## config.mk

```make
export PLATFORM = sky130hd
export DESIGN_NAME = fetch_stage_flat
export DESIGN_NICKNAME = d
export VERILOG_FILES = /design/src/rtl/fetch_stage_if.sv /design/src/rtl/fetch_stage.sv /design/src/flat_wrapper.sv
export SDC_FILE = /design/constraint.sdc
export NUM_CORES = 1
export LEC_CHECK = 0
export CAP_MARGIN = 20
export CORE_MARGIN = 2
export CORE_UTILIZATION = 26
export CTS_CLUSTER_DIAMETER = 200
export DETAILED_ROUTE_END_ITERATION = 10
export HOLD_SLACK_MARGIN = 0.02
export PLACE_DENSITY_LB_ADDON = 0.15
export SYNTH_ARGS = -nofsm -noshare
export SYNTH_HDL_FRONTEND = slang
export SYNTH_SLANG_ARGS = --single-unit
```

## constraint.sdc

```tcl
create_clock -name clk -period 42.3 [get_ports clk]
set_input_delay 6.345 -clock clk [delete_from_list [all_inputs] [get_ports clk]]
set_output_delay 6.345 -clock clk [all_outputs]
set_load 0.01 [all_outputs]
```

## src/rtl/fetch_stage_if.sv

```systemverilog
// Fetch-stage bundle: execute-side control and BTB update, instruction memory
// read ports, and the two fetched slots handed to the IF/ID register.
interface fetch_stage_if;
  logic        stall;
  logic        redirect;
  logic [15:0] redirect_pc;
  logic        upd_en;
  logic [15:0] upd_pc;
  logic [15:0] upd_target;
  logic        upd_taken;
  logic [15:0] imem_addr1, imem_addr2;
  logic [15:0] imem_data1, imem_data2;
  logic [15:0] I1, I2;
  logic        I1V, I2V;
  logic        I1P, I2P;
  logic [15:0] I1PC, I2PC;

  modport slave (
    input  stall, redirect, redirect_pc,
    input  upd_en, upd_pc, upd_target, upd_taken,
    output imem_addr1, imem_addr2,
    input  imem_data1, imem_data2,
    output I1, I2, I1V, I2V, I1P, I2P, I1PC, I2PC
  );

  modport master (
    output stall, redirect, redirect_pc,
    output upd_en, upd_pc, upd_target, upd_taken,
    input  imem_addr1, imem_addr2,
    output imem_data1, imem_data2,
    input  I1, I2, I1V, I2V, I1P, I2P, I1PC, I2PC
  );
endinterface

```

## src/rtl/fetch_stage.sv

```systemverilog
// Dual-issue fetch: PC register, two-slot instruction read, and a direct-mapped
// BTB with 2-bit counters (two read ports, one write port).

module fetch_btb_rd #(
  parameter int IDX_W   = 4,
  parameter int ENTRIES = 16,
  parameter int TAG_W   = 11
) (
  input  logic [IDX_W-1:0]                idx,
  input  logic [TAG_W-1:0]                tag,
  input  logic [ENTRIES-1:0]              vld,
  input  logic [ENTRIES-1:0][TAG_W-1:0]   tags,
  input  logic [ENTRIES-1:0][15:0]        tgts,
  input  logic [ENTRIES-1:0][1:0]         ctrs,
  output logic                            taken,
  output logic [15:0]                     target
);
  logic hit;
  assign hit    = vld[idx] && (tags[idx] == tag);
  assign taken  = hit && ctrs[idx][1];
  assign target = tgts[idx];
endmodule

module fetch_stage #(
  parameter logic [15:0] RESET_PC  = 16'h0000,
  parameter int          BTB_IDX_W = 4
) (
  input  logic          clk,
  input  logic          reset,
  fetch_stage_if.slave  fif
);
  localparam int NUM_SLOTS = 2;
  localparam int ENTRIES   = 2 ** BTB_IDX_W;
  localparam int TAG_W     = 15 - BTB_IDX_W;

  logic [15:0]                   pc_q, pc_d;
  logic [ENTRIES-1:0]            vld_q, vld_d;
  logic [ENTRIES-1:0][TAG_W-1:0] tag_q, tag_d;
  logic [ENTRIES-1:0][15:0]      tgt_q, tgt_d;
  logic [ENTRIES-1:0][1:0]       ctr_q, ctr_d;

  logic [NUM_SLOTS-1:0][15:0]    slot_pc, slot_tgt;
  logic [NUM_SLOTS-1:0]          slot_tkn;
  logic                          p1, p2, out_ok;

  assign slot_pc[0] = pc_q;
  assign slot_pc[1] = pc_q + 16'd2;

  // Each slot gets its own read port; adjacent PCs never share an index.
  generate
    for (genvar s = 0; s < NUM_SLOTS; s++) begin : g_rd
      fetch_btb_rd #(
        .IDX_W   (BTB_IDX_W),
        .ENTRIES (ENTRIES),
        .TAG_W   (TAG_W)
      ) u_rd (
        .idx    (slot_pc[s][BTB_IDX_W:1]),
        .tag    (slot_pc[s][15:BTB_IDX_W+1]),
        .vld    (vld_q),
        .tags   (tag_q),
        .tgts   (tgt_q),
        .ctrs   (ctr_q),
        .taken  (slot_tkn[s]),
        .target (slot_tgt[s])
      );
    end
  endgenerate

  assign p1     = slot_tkn[0];
  assign p2     = !p1 && slot_tkn[1];
  assign out_ok = !reset && !fif.redirect;

  assign fif.imem_addr1 = slot_pc[0];
  assign fif.imem_addr2 = slot_pc[1];
  assign fif.I1         = fif.imem_data1;
  assign fif.I2         = fif.imem_data2;
  assign fif.I1PC       = slot_pc[0];
  assign fif.I2PC       = slot_pc[1];
  assign fif.I1V        = out_ok;
  assign fif.I2V        = out_ok && !p1;
  assign fif.I1P        = out_ok && p1;
  assign fif.I2P        = out_ok && p2;

  always_comb begin
    pc_d = pc_q;
    if (fif.redirect)  pc_d = {fif.redirect_pc[15:1], 1'b0};
    else if (fif.stall) pc_d = pc_q;
    else if (p1)        pc_d = slot_tgt[0];
    else if (p2)        pc_d = slot_tgt[1];
    else                pc_d = pc_q + 16'd4;
  end

  logic [BTB_IDX_W-1:0] upd_idx;
  logic [TAG_W-1:0]     upd_tag;
  logic                 upd_hit;
  logic                 unused_bits;

  assign upd_idx     = fif.upd_pc[BTB_IDX_W:1];
  assign upd_tag     = fif.upd_pc[15:BTB_IDX_W+1];
  assign upd_hit     = vld_q[upd_idx] && (tag_q[upd_idx] == upd_tag);
  assign unused_bits = ^{fif.redirect_pc[0], fif.upd_pc[0], fif.upd_target[0]};

  // Writes land at the edge, so same-cycle lookups see the old entry.
  always_comb begin
    vld_d = vld_q;
    tag_d = tag_q;
    tgt_d = tgt_q;
    ctr_d = ctr_q;
    if (fif.upd_en) begin
      if (upd_hit) begin
        if (fif.upd_taken) begin
          ctr_d[upd_idx] = (ctr_q[upd_idx] == 2'b11) ? 2'b11 : ctr_q[upd_idx] + 2'b01;
          tgt_d[upd_idx] = {fif.upd_target[15:1], 1'b0};
        end else begin
          ctr_d[upd_idx] = (ctr_q[upd_idx] == 2'b00) ? 2'b00 : ctr_q[upd_idx] - 2'b01;
        end
      end else if (fif.upd_taken) begin
        vld_d[upd_idx] = 1'b1;
        tag_d[upd_idx] = upd_tag;
        tgt_d[upd_idx] = {fif.upd_target[15:1], 1'b0};
        ctr_d[upd_idx] = 2'b10;
      end
    end
  end

  always_ff @(posedge clk or posedge reset) begin
    if (reset) begin
      pc_q  <= RESET_PC;
      vld_q <= '0;
      tag_q <= '0;
      tgt_q <= '0;
      ctr_q <= '0;
    end else begin
      pc_q  <= pc_d;
      vld_q <= vld_d;
      tag_q <= tag_d;
      tgt_q <= tgt_d;
      ctr_q <= ctr_d;
    end
  end
endmodule

```

## src/flat_wrapper.sv

```systemverilog
// flat-port wrapper written by rule: the top's interface ports become plain ports
module fetch_stage_flat 
#(
  parameter logic [15:0] RESET_PC  = 16'h0000,
  parameter int          BTB_IDX_W = 4
)
  (clk, reset, fif_stall, fif_redirect, fif_redirect_pc, fif_upd_en, fif_upd_pc, fif_upd_target, fif_upd_taken, fif_imem_addr1, fif_imem_addr2, fif_imem_data1, fif_imem_data2, fif_I1, fif_I2, fif_I1V, fif_I2V, fif_I1P, fif_I2P, fif_I1PC, fif_I2PC);
  fetch_stage_if fif_i ();
  input  logic clk;
  input  logic reset;
  input wire logic [$bits(fif_i.stall)-1:0] fif_stall;
  input wire logic [$bits(fif_i.redirect)-1:0] fif_redirect;
  input wire logic [$bits(fif_i.redirect_pc)-1:0] fif_redirect_pc;
  input wire logic [$bits(fif_i.upd_en)-1:0] fif_upd_en;
  input wire logic [$bits(fif_i.upd_pc)-1:0] fif_upd_pc;
  input wire logic [$bits(fif_i.upd_target)-1:0] fif_upd_target;
  input wire logic [$bits(fif_i.upd_taken)-1:0] fif_upd_taken;
  output wire logic [$bits(fif_i.imem_addr1)-1:0] fif_imem_addr1;
  output wire logic [$bits(fif_i.imem_addr2)-1:0] fif_imem_addr2;
  input wire logic [$bits(fif_i.imem_data1)-1:0] fif_imem_data1;
  input wire logic [$bits(fif_i.imem_data2)-1:0] fif_imem_data2;
  output wire logic [$bits(fif_i.I1)-1:0] fif_I1;
  output wire logic [$bits(fif_i.I2)-1:0] fif_I2;
  output wire logic [$bits(fif_i.I1V)-1:0] fif_I1V;
  output wire logic [$bits(fif_i.I2V)-1:0] fif_I2V;
  output wire logic [$bits(fif_i.I1P)-1:0] fif_I1P;
  output wire logic [$bits(fif_i.I2P)-1:0] fif_I2P;
  output wire logic [$bits(fif_i.I1PC)-1:0] fif_I1PC;
  output wire logic [$bits(fif_i.I2PC)-1:0] fif_I2PC;
  assign fif_i.stall = fif_stall;
  assign fif_i.redirect = fif_redirect;
  assign fif_i.redirect_pc = fif_redirect_pc;
  assign fif_i.upd_en = fif_upd_en;
  assign fif_i.upd_pc = fif_upd_pc;
  assign fif_i.upd_target = fif_upd_target;
  assign fif_i.upd_taken = fif_upd_taken;
  assign fif_imem_addr1 = fif_i.imem_addr1;
  assign fif_imem_addr2 = fif_i.imem_addr2;
  assign fif_i.imem_data1 = fif_imem_data1;
  assign fif_i.imem_data2 = fif_imem_data2;
  assign fif_I1 = fif_i.I1;
  assign fif_I2 = fif_i.I2;
  assign fif_I1V = fif_i.I1V;
  assign fif_I2V = fif_i.I2V;
  assign fif_I1P = fif_i.I1P;
  assign fif_I2P = fif_i.I2P;
  assign fif_I1PC = fif_i.I1PC;
  assign fif_I2PC = fif_i.I2PC;
  fetch_stage #(.RESET_PC(RESET_PC), .BTB_IDX_W(BTB_IDX_W)) u_core (.clk(clk), .reset(reset), .fif(fif_i));
endmodule
```

==> out/qor.csv <==
stage,metric,value,unit
outcome,status,"complete, no violations",
pwr,p_int,1072,µW
critical_path,slowest_stage,clkdlybuf4s50_1,
logic_synthesis,yosys.area.top_type_share,41.72,%
placement,gp_congestion,0.8412,
logic_synthesis,synthFlopType,dfrtp_1,
timing,period_share,33.47,%
critical_path,path_common_cell,clkdlybuf4s50_1,
routing,ant_nets,0,
timing,period_needed,14.16,ns
routing,drt-met1-wl,46.69,mm
logic_synthesis,syn_area,28730,µm²
logic_synthesis,ys_ff_latch,479,
timing,fmax,0.07064,GHz
critical_path,endpoint_kind,primary output,
critical_path,crit_type,input port to primary output,
logic_synthesis,yosysTopAreaCell,dfrtp_1,
critical_path,cp_cell_sequence,"clkdlybuf4s50_1, nor4_1, clkdlybuf4s50_1",
hold_path,min_from,u_core.ctr_q[22],
pwr,pwr-share-clk,32.2,%
placement,pre_cts_slack,28.15,ns
pwr,ir_drop,0.02984,mV
global_route,track_usage,18.14,%
routing,drc,0,
critical_path,cp_slowest_stage_delay,0.59,ns
layout,areaGrowthSynthToFinish,14.70,%
floorplanning,die-area,113200,µm²
routing,met2_length,48.17,mm
clocking,cts_tree,built,
logic_synthesis,synth_cell_type_count,71,
logic_synthesis,netlist_top_cells_count,"dfrtp_1, mux2_2, mux4_2",
floorplanning,initial_core_util,26.32,%
layout,num_antenna_cells,0,
logic_synthesis,synth_edf_count,0,
timing,rsz0062_at_grt,no,
floorplanning,fp.dieH,336.4,µm
clocking,cts_resized,0,
flow_run,drv_cap,0,
timing,skew,0.03806,ns
pwr,switching_share,31.13,%
pwr,comb_power_share,27.7,%
logic_synthesis,synth.area.top_cells,"dfrtp_1, mux4_2, mux2_2, buf_4, mux2i_1",
floorplanning,core_area,109200,µm²
timing,setup_viol,0,
floorplanning,boundaryPins,186,
clocking,h-tree-depth,2,
clocking,cts_root_buf,clkbuf_16,
timing,setup_slack,28.14,ns
layout,drive_above_1_share,42.17,%
critical_path,cp.arrival,7.81,ns
routing,viasPerCell,5.354,
layout,fin_nets,2213,
logic_synthesis,yosys_warnings,0,
critical_path,cp_max_fo,5,
logic_synthesis,postSynthAreaPerCell,13.44,µm²
timing,worst-slew-pin-transition,1.094,ns
placement,io_buffers,114,
pwr,power_density,47.24,nW/µm²
routing,avgRoutedWirePerCell,28.28,µm
clocking,insertion_delay,0.65,ns
global_route,grt_pass1_vias,20420,
floorplanning,placement_rows,121,
critical_path,r2r_start,u_core.fif.I1PC[3],
logic_synthesis,synth-async-reset-ratio,100.0,%
placement,dp_hpwl,63.90,mm
global_route,overflow,0,
global_route,grt_max_degree,164,
routing,via_count,19520,
hold_path,hold_path.class,register to register,
global_route,grt_pass1_wl,149.8,mm
clocking,cts_hold_buf,0,
logic_synthesis,synth_cells,2137,
critical_path,critPathLaunch,reset,
clocking,clk_pin_slew,0.06,ns
clocking,cts_setup_buffers,0,
critical_path,crit_required,35.95,ns
routing,met3_length,5.552,mm
routing,drtPass1Iterations,7,
routing,top_layer,met5,
timing,hold_viol_final,0,
pwr,power_leakage,0.01324,µW
layout,fill_cells,10980,
clocking,cts_buffers,56,
logic_synthesis,synth_seq_area_share,41.72,%
clocking,clkSinkCount,479,
layout,final_util,30.19,%
critical_path,crit_path_start_kind,input port,
pwr,pwr-share-seq,40.1,%
global_route,antenna_found_initial,8,
pwr,p_sw,484.6,µW
timing,fin_setup_tns,0,ns
timing,maxSlewViolCount,0,
clocking,cts_buffer_depth,3,
routing,drt_iter0_drc,1497,
routing,drt_wl_total,103.1,mm
timing,slew-limit-headroom,26.07,%
floorplanning,die_w,336.4,µm
logic_synthesis,yosysMostFrequentCell,dfrtp_1,
[flip-flops by register name, summed over array words and instances, names as in the netlist]
| register | cells |
|---|---|
| u_core.fif.I1PC | 15 |
| u_core.tag_q | 176 |
| u_core.tgt_q | 240 |
| u_core.vld_q | 16 |
| u_core.ctr_q | 32 |
[cells by family (layout without fill, tap and decap cells)]
family	count (synthesis)	in the layout	synth area share, %
muxes	763	763	40.62
DFF	479	479	41.72
and+or+nand+nor	372	372	6.494
buffers and inverters	276	306	4.956
AOI/OAI and AO/OA	191	191	4.486
xor gates and xnor gates	51	51	1.555
adders and majority gates	4	4	0.1568
other	1	4	0.01305
[power groups by stage]
stage	logic (µW)	clock network (µW)	registers, µW
after CTS	438	517	622
after detailed placement	435	0	630
after floorplan	327	0	597
after global placement	432	0	622
final	431	502	624
after global routing	461	537	636
[placed cells by master (no fill, tap or decap), drive strengths merged, types with 3 or more instances in the layout]
cell type,count
and3b,3
xnor2,45
nor2b,12
nor4,7
nand3b,4
o21ai,35
nor2,48
clkinv,12
a22o,13
clkdlybuf4s50,110
nand4,34
clkbuf,91
and4,4
or2,19
o31ai,4
inv,21
xor2,6
o41ai,3
a221oi,4
and3,24
dfrtp,479
a22oi,15
nand2b,18
nand3,33
conb,4
and2,4
buf,69
mux2,422
a31oi,14
nor3,24
a21oi,47
bufinv,3
nand2,132
o211ai,12
mux2i,61
a211oi,4
o31a,3
o2bb2ai,9
mux4,280
[metrics by stage]
stage	cell area, µm²	instances	hold slack (ns)	total power [µW]
2_1_floorplan	28740	2140	0.4418	924.7
3_3_place_gp	31050	3542	0.4646	1054
3_5_place_dp	31070	3543	0.4688	1065
4_1_cts	32950	3646	0.4820	1577
5_1_grt	32950	3646	0.5188	1634
6_report	32950	3646	0.4781	1557
[critical path: cells and delay by family]
| kind | cells | cell delay (ns) |
|---|---|---|
| buffers and inverters | 2 | 1.15 |
| and+or+nand+nor | 1 | 0.32 |
[layout make-up]
| cell class | count | area, µm² | area share [%] |
|---|---|---|---|
| Clock buffer | 91 | 1714 | 5.202 |
| Inverter | 24 | 98.84 | 0.3000 |
| Clock inverter | 12 | 171.4 | 0.5202 |
| Tap cell | 1476 | 1847 | 5.604 |
| Timing Repair Buffer | 179 | 1653 | 5.016 |
| Sequential cell | 479 | 12000 | 36.41 |
| Multi-Input combinational cell | 1385 | 15470 | 46.95 |
[layer usage]
metal  GRT usage, %  vias to the layer above
met2          28.93                      685
met5              0                        -
li1               -                     8103
met4          4.749                        6
met1          25.47                    10570
met3          3.083                      154
[worst paths after layout]
| path | to | slack, ns | cells after the start |
|---|---|---|---|
| setup / recovery | fif_I2P | 28.14 | 3 |
| hold / removal | u_core.ctr_q[22] | 0.48 | 2 |
| setup reg to reg | u_core.fif.I1PC[1] | 36.44 | 14 |
| hold reg to reg | u_core.ctr_q[22] | 0.48 | 2 |
| max in group asynchronous | u_core.tag_q[3] | 33.48 | 4 |
| min in group asynchronous | u_core.tgt_q[201] | 6.40 | 2 |
Note: power is estimated with default switching activity, not from simulation.
